File: config.mk
export PLATFORM = sky130hd
export DESIGN_NAME = conv_enc_frame
export DESIGN_NICKNAME = d
export VERILOG_FILES = /design/src/rtl/viterbi_pkg.sv /design/src/rtl/conv_enc_core.sv /design/src/rtl/conv_enc_frame.sv
export SDC_FILE = /design/constraint.sdc
export NUM_CORES = 1
export LEC_CHECK = 0
export ABC_AREA = 1
export BUFFER_PORTS_ARGS = -buffer_cell sky130_fd_sc_hd__buf_2
export CAP_MARGIN = 10
export CORE_MARGIN = 1.5
export CORE_UTILIZATION = 54
export CTS_CLUSTER_SIZE = 16
export DETAILED_ROUTE_END_ITERATION = 8
export HOLD_SLACK_MARGIN = 0.12
export PLACE_DENSITY = 0.82
export SETUP_SLACK_MARGIN = 0.2
export SLEW_MARGIN = 20
export SYNTH_ARGS = -nofsm -noshare
export SYNTH_HDL_FRONTEND = slang
export SYNTH_SLANG_ARGS = --single-unit
File: constraint.sdc
create_clock -name clk -period 1.6 [get_ports clk]
set_input_delay 0.08 -clock clk [delete_from_list [all_inputs] [get_ports clk]]
set_output_delay 0.08 -clock clk [all_outputs]
set_load 0.01 [all_outputs]
File: src/rtl/viterbi_pkg.sv
// Shared definitions for the convolutional encoder and the Viterbi decoder datapath:
// default code parameters, the encoder state type and the parity helper.
package viterbi_pkg;

    localparam int unsigned K_MAX = 16;
    localparam int unsigned K_DEF = 3;

    localparam logic [K_MAX-1:0] G0_DEF = 16'o7;
    localparam logic [K_MAX-1:0] G1_DEF = 16'o5;

    typedef enum logic [1:0] {
        ST_IDLE,
        ST_DATA,
        ST_FLUSH,
        ST_DONE
    } enc_state_t;

    // Operands are zero-extended to K_MAX so one function serves any K.
    function automatic logic parity(input logic [K_MAX-1:0] v, input logic [K_MAX-1:0] g);
        return ^(v & g);
    endfunction

endpackage

File: src/rtl/conv_enc_core.sv
// Combinational rate-1/2 symbol generation and shift-register update for one input bit.
module conv_enc_core
    import viterbi_pkg::*;
#(
    parameter int unsigned     K  = K_DEF,
    parameter logic [K-1:0]    G0 = G0_DEF[K-1:0],
    parameter logic [K-1:0]    G1 = G1_DEF[K-1:0]
) (
    input  logic         din,
    input  logic [K-2:0] sr,
    output logic [1:0]   sym,
    output logic [K-2:0] sr_next
);

    localparam logic [K_MAX-1:0] G0_EXT = K_MAX'(G0);
    localparam logic [K_MAX-1:0] G1_EXT = K_MAX'(G1);

    logic [K_MAX-1:0] v;

    assign v   = K_MAX'({din, sr});
    assign sym = {parity(v, G0_EXT), parity(v, G1_EXT)};

    // Newest bit enters at the top; a single-bit register for K=2 has nothing to shift.
    generate
        if (K == 2) begin : g_sr_k2
            assign sr_next = din;
        end else begin : g_sr_kn
            assign sr_next = {din, sr[K-2:1]};
        end
    endgenerate

endmodule

File: src/rtl/conv_enc_frame.sv
// Framed rate-1/2 convolutional encoder: one symbol per accepted bit, then K-1 zero
// tail symbols so each frame ends in state 0. A global en stalls everything.
module conv_enc_frame
    import viterbi_pkg::*;
#(
    parameter int unsigned  K         = K_DEF,
    parameter logic [K-1:0] G0        = G0_DEF[K-1:0],
    parameter logic [K-1:0] G1        = G1_DEF[K-1:0],
    parameter int unsigned  FRAME_LEN = 8
) (
    input  logic       clk,
    input  logic       rst,
    input  logic       en,
    input  logic       start,
    input  logic       din,
    input  logic       din_valid,
    output logic       din_ready,
    output logic [1:0] dout,
    output logic       dout_valid,
    output logic       busy,
    output logic       frame_done
);

    localparam int unsigned CNT_W = $clog2(FRAME_LEN + 1);
    localparam int unsigned FL_W  = (K > 2) ? $clog2(K - 1) : 1;

    enc_state_t       state, state_n;
    logic [CNT_W-1:0] cnt, cnt_n;
    logic [FL_W-1:0]  flush_cnt, flush_cnt_n;
    logic [K-2:0]     sr, sr_n;
    logic [1:0]       dout_n;
    logic             dout_valid_n;
    logic             busy_n;
    logic             frame_done_n;

    logic             enc_bit;
    logic [1:0]       sym;
    logic [K-2:0]     sr_next;

    assign din_ready = (state == ST_DATA) && en;
    assign enc_bit   = (state == ST_FLUSH) ? 1'b0 : din;

    conv_enc_core #(
        .K  (K),
        .G0 (G0),
        .G1 (G1)
    ) u_core (
        .din     (enc_bit),
        .sr      (sr),
        .sym     (sym),
        .sr_next (sr_next)
    );

    always_ff @(posedge clk or posedge rst) begin
        if (rst) begin
            state      <= ST_IDLE;
            cnt        <= '0;
            flush_cnt  <= '0;
            sr         <= '0;
            dout       <= '0;
            dout_valid <= 1'b0;
            busy       <= 1'b0;
            frame_done <= 1'b0;
        end else if (en) begin
            state      <= state_n;
            cnt        <= cnt_n;
            flush_cnt  <= flush_cnt_n;
            sr         <= sr_n;
            dout       <= dout_n;
            dout_valid <= dout_valid_n;
            busy       <= busy_n;
            frame_done <= frame_done_n;
        end
    end

    // din_ready already folds in en; the register stage is en-gated, so din_valid suffices here.
    always_comb begin
        state_n      = state;
        cnt_n        = cnt;
        flush_cnt_n  = flush_cnt;
        sr_n         = sr;
        dout_n       = dout;
        dout_valid_n = dout_valid;
        frame_done_n = 1'b0;

        case (state)
            ST_IDLE: begin
                dout_valid_n = 1'b0;
                if (start) begin
                    sr_n        = '0;
                    cnt_n       = '0;
                    flush_cnt_n = '0;
                    state_n     = ST_DATA;
                end
            end
            ST_DATA: begin
                if (din_valid) begin
                    dout_n       = sym;
                    dout_valid_n = 1'b1;
                    sr_n         = sr_next;
                    if (cnt == CNT_W'(FRAME_LEN - 1)) begin
                        cnt_n   = '0;
                        state_n = ST_FLUSH;
                    end else begin
                        cnt_n = cnt + CNT_W'(1);
                    end
                end else begin
                    dout_valid_n = 1'b0;
                end
            end
            ST_FLUSH: begin
                dout_n       = sym;
                dout_valid_n = 1'b1;
                sr_n         = sr_next;
                if (flush_cnt == FL_W'(K - 2)) begin
                    flush_cnt_n = '0;
                    state_n     = ST_DONE;
                end else begin
                    flush_cnt_n = flush_cnt + FL_W'(1);
                end
            end
            ST_DONE: begin
                frame_done_n = 1'b1;
                dout_valid_n = 1'b0;
                state_n      = ST_IDLE;
            end
            default: begin
                state_n = ST_IDLE;
            end
        endcase

        busy_n = (state_n != ST_IDLE);
    end

endmodule

# After elaboration in Yosys (flattened, before gate mapping)
# Index checks and enable logic that the tools add are counted.
# classes
n_eq_ne	6
muxes	21
addsub	2
reduce_logical	14
# ops
cell	n
parity 16 bit	2
two-way mux 2 bit	7
two-way mux 4 bit	3
one-hot mux 2 bit (4 select lines)	1
one-hot mux 4 bit (2 select lines)	1
AND reduction 4 bit	2
nonzero test 2 bit	4
one-hot mux 2 bit (3 select lines)	1
AND reduction 3 bit	2
two-way mux 1 bit	5
adder 4 x 1 -> 4 bit, second input constant	1
equality test 2 bit, second input constant	2
equality test 4 x 3 -> 1 bit, second input constant	1
inequality test 2 bit, second input constant	2
one-hot mux 2 bit (2 select lines)	1
one-hot mux 1 bit (3 select lines)	1
nonzero test 3 bit	1
equality test 2 x 1 -> 1 bit, second input constant	1
logical NOT 2 bit	1
one-hot mux 1 bit (2 select lines)	1
OR reduction 2 bit	1
adder 1 bit, second input constant	1
logical AND 1 bit	1
# totals
ff_bits	14
word_cells	51
in_bits	6
out_inout_bits	6

# Depth between registers and ports, before layout
# depth
depth_word	5
ltp_mapped	10

# Modules after synthesis
# From an unflattened synthesis, not the netlist that was laid out.
# unflattened
cells_unflattened	112
area_unflattened_um2	869.6
# modules_own_cells
module	cells_per_inst	area_per_inst_um2	n_inst	seq_area_each_um2
conv_enc_frame	99	810.8	1	350.3
conv_enc_core	13	58.8	1	0.0

# Worst setup path before layout
# No wires, ideal clock.
# synth_path
kind	reg2reg
start	register state[0]
end	register busy
setup_slack_ns	0.170
n_path_buf	0
t_required_ns	1.481
arrival_ns	1.311
path_stages_with_launch	10
path_cell_list	dfrtp_1 > inv_1 > ha_1 > inv_2 > nor2_4 > inv_1 > o21ai_0 > inv_1 > a21boi_1 > nand2_1
# synth_between
elab_chain_len	4
elab_cells_between_ends	10
cone_classes	3 x eq/ne; 5 x mux; 2 x reduce/logical
# synth_lines
element	line	text
from (decl)	conv_enc_frame.sv:27	enc_state_t state, state_n;
from (signal assigned)	conv_enc_frame.sv:65	state <= state_n;
two-way mux 2 bit	conv_enc_frame.sv:101	if (cnt == CNT_W'(FRAME_LEN - 1)) begin
two-way mux 2 bit	conv_enc_frame.sv:97	if (din_valid) begin
one-hot mux 2 bit (4 select lines) (*)	conv_enc_frame.sv:86	case (state)
nonzero test 2 bit (*)	conv_enc_frame.sv:132	busy_n = (state_n != ST_IDLE);
to (signal assigned)	conv_enc_frame.sv:71	busy <= busy_n;
to (decl)	conv_enc_frame.sv:20	output logic busy,
# Every way passes the cells marked *; elsewhere a longest branch is shown, timed or not.
# A chain may end at the register's enable or synchronous reset.

# Worst setup path in the final report
# layout_path
start	register state[0]
end	register dout[1]
# layout_between
elab_chain_len	5
elab_cells_between_ends	9
cone_classes	3 x eq/ne; 3 x mux; 3 x reduce/logical
# layout_lines
element	line	text
equality test 2 bit	conv_enc_frame.sv:41, conv_enc_frame.sv:86	
two-way mux 1 bit	conv_enc_frame.sv:41	assign enc_bit = (state == ST_FLUSH) ? 1'b0 : din;
parity 16 bit	viterbi_pkg.sv:20	return ^(v & g);
two-way mux 2 bit	conv_enc_frame.sv:97	
one-hot mux 2 bit (2 select lines)	conv_enc_frame.sv:86	
to (signal assigned)	conv_enc_frame.sv:69	dout <= dout_n;
to (decl)	conv_enc_frame.sv:18	output logic [1:0] dout,
# Parallel ways exist; a longest one is shown, timed or not. The select of a mux whose other input is x is not followed.

==> qor.csv <==
stage,metric,value,unit
floorplanning,Core Region,1490,um^2
critical_path,reg2reg path depth,8,
drt,first drt pass iteration count,4,
global_routing,antenna violations before repair,0,
cells_and_area,layout cells sized above 1,46.6,%
global_routing,GRT met2 Usage,42.1,%
drt,vias per cell,5.22,
floorplanning,IO Count,12,
clocking,CTS Root Cell,clkbuf_4,
clocking,H-tree lvl count,1,
critical_path,Worst R2R Setup Slack,0.11,ns
clocking,TritonCTS clock tree,built,
clocking,TritonCTS buffer count,3,
logic_synthesis,Seq cells post-synth,14,
global_routing,first-pass GRT wire length,3.24,mm
critical_path,required time of the worst setup path,1.78,ns
timing,Final min period,1.49,ns
timing,Tightest Pin Transition,0.530,ns
drt,total wire length,2.07,mm
place,dpl cells,130,
critical_path,critical path class,register to register,
drt,Vias,767,
timing,final clock skew,0.00885,ns
logic_synthesis,Synth Net Count,114,
critical_path,startpoint types,register,
logic_synthesis,Compound-Gate Fraction of Synth Area,12.6,%
global_routing,Global Route Usage Sum,24.1,%
floorplanning,die width,42.7,um
power_and_ir_drop,VDD IR max,1.08,mV
drt,Iter 0 DRT Violations,20,
cells_and_area,# diodes,0,
global_routing,largest net degree at the start of global routing,15,
drt,WL/cell,14.0,um
logic_synthesis,post-synthesis adder-cell area fraction,7.35,%
critical_path,critical path depth,8,
timing,final period utilization,93.3,%
global_routing,vias in the first global route,761,
cells_and_area,NumNets Final,143,
logic_synthesis,largest family of logic cells by synthesized area,simple AND/OR/NAND/NOR gates,
critical_path,reg2reg end,dout[1],
clocking,"Clk Latency, worst-skew pair",0.29,ns
timing,Final Hold Vio Count,0,
critical_path,crit path max fanout,5,
timing,worst hold slack,0.151,ns
flow_run,max-cap viol count,0,
global_routing,busiest grt layer,met2,
floorplanning,Initial Utilization,57.1,%
logic_synthesis,mux contribution to synthesized area,0,%
global_routing,total gr overflow,0,
drt,ANT nets after route,0,
cells_and_area,P&R area growth vs syn,35.6,%
place,Area after DPL,933,um^2
timing,setup_tns,0,ns
critical_path,CP peak stage delay,0.48,ns
critical_path,Setup crit end,dout[1],
cells_and_area,"commonest non-fill, non-tap cell in the layout",nand2_1,
logic_synthesis,synth unique cells,23,
cells_and_area,Final Util,77.5,%
floorplanning,area of the die,1820,um^2
timing,fin. max-slew vios,0,
critical_path,Worst setup EP type,register,
timing,relative slew slack,64.7,%
cells_and_area,most frequent cells in the layout,"nand2_1 (33), dfrtp_1 (11), buf_4 (11), buf_2 (10), inv_1 (6)",
power_and_ir_drop,leak pwr,0.590,nW
critical_path,cell family with most CP delay,flip-flops,
cells_and_area,"Cell Count, Final, Fillers Out",147,
logic_synthesis,Syn Inst Count,103,
drt,DRC violations left,0,
cells_and_area,Final Cell Area,1150,um^2
critical_path,Buf/Inv on CP,2,
timing,FMAX,670,MHz
floorplanning,Std-Cell Rows,14,
power_and_ir_drop,Pwr Density,1600,nW/um^2
logic_synthesis,mean post-synth cell area,8.26,um^2
critical_path,worst reg2reg path startpoint,state[0],
floorplanning,Die Ht,42.7,um
critical_path,crit path cell chain,inv_4 -> ha_1 -> inv_2 -> nand2_1 -> xor2_2 -> nand2_1 -> nand2_1 -> o21ai_1,
critical_path,Worst Setup SP,state[0],
clocking,clock slew at reported path FFs,0.09,ns
logic_synthesis,YS warnings,0,
logic_synthesis,Post-Synth XOR/XNOR Area,2.06,%
clocking,Max clock buf depth,2,
critical_path,critical path arrival,1.67,ns
critical_path,most used cell along the critical path,nand2_1,
global_routing,met3 Resource Use GR,3.83,%
place,dpl hpwl,1.30,mm
run_status,outcome,"complete, no violations",
timing,setup violators final,0,
place,Final GP Congestion,0.924,
logic_synthesis,Synth Area in Simple Gates,28.8,%
global_routing,GR Layer Usage met1,28.3,%
critical_path,Critical Path Slowest Stage Cell,dfrtp_2,
worst_hold_path,Hold WC Path Type,primary input to register,
logic_synthesis,sequential element share of the synthesized area,41.2,%
timing,RSZ-0062 raised after global routing,yes,
logic_synthesis,Mapped Area,851,um^2
place,Port Buffers,11,
clocking,Sink Count,14,
[area by class of cell]
type / instances / area [um^2]
repair buffers: 25 / 175
flip-flops and latches: 14 / 354
multi-input cells: 72 / 495
clock buffers: 4 / 36.3
well taps: 16 / 20.0
inverters: 16 / 72.6
fillers: 89 / 335
[routing by layer]
layer,vias to the layer above,part of all wire [%]
li1,378,-
met1,352,41
met2,26,50
met3,11,4.2
met4,0,5.3
met5,-,0
[worst register-to-register path, stage by stage, from the launching register on]
cell     delay, ns
dfrtp_2       0.48
inv_4         0.10
ha_1          0.22
inv_2         0.07
nand2_1       0.12
xor2_2        0.19
nand2_1       0.07
nand2_1       0.07
o21ai_1       0.05
[synthesized netlist by cell type (all sizes together)]
library cell | number | share of area (%)
nor3 | 1 | 0.59
nor2 | 7 | 7.6
o211ai | 1 | 1.5
buf | 1 | 0.88
dfrtp | 14 | 41
xor2 | 2 | 2.1
inv | 16 | 7.1
nand4 | 1 | 0.74
nand3 | 5 | 2.9
a21boi | 1 | 0.88
ha | 5 | 7.4
o21ai | 8 | 6.5
o22ai | 2 | 1.5
a211oi | 1 | 1.5
or2 | 1 | 0.74
nand2 | 36 | 16
a22oi | 1 | 0.88
[cells by family (layout without fill, tap and decap cells)]
| group | after synthesis | count (layout) |
|---|---|---|
| flops | 14 | 14 |
| compound gates | 14 | 14 |
| simple gates | 51 | 51 |
| buf+inv | 17 | 45 |
| fa+ha+maj | 5 | 5 |
| xor+xnor | 2 | 2 |
[worst min-delay path by stage]
stage / slack, ns / startpoint / depth (start not counted) / to
after global routing: 0.16 / din / 3 / sr[1]
after global placement: 0.14 / rst / 2 / cnt[0]
after detailed placement: 0.14 / rst / 2 / cnt[0]
final: 0.15 / din / 3 / sr[1]
after CTS: 0.14 / din / 3 / sr[1]
after floorplan: -0.03 / rst / 1 / busy
[what timing repair did]
item / 4_1_cts / 5_1_grt
hold buffers: 2 / 0
pin swaps: 1 / 5
buffers inserted: 5 / 6
gates resized for setup: 10 / 15
hold endpoints to repair: 18 / 0
endpoints found under the setup margin: 12 / 14
[registers in the layout, indices dropped and copies added (netlist names)]
name        flops
busy            1
cnt             4
dout            2
dout_valid      1
flush_cnt       1
frame_done      1
sr              2
state           2
[where the power goes]
part	switching [mW]	internal [mW]
sequential	0.0961	0.476
clock	0.126	0.139
combinational	0.541	0.468
[stage by stage]
stage | total power, mW | worst slack [ns]
4_1_cts | 1.64 | 0.147
3_3_place_gp | 1.21 | 0.125
5_1_grt | 1.96 | 0.0323
6_report | 1.85 | 0.108
3_5_place_dp | 1.24 | 0.0739
2_1_floorplan | 1.07 | 0.197
Note: power is estimated with default switching activity, not from simulation.
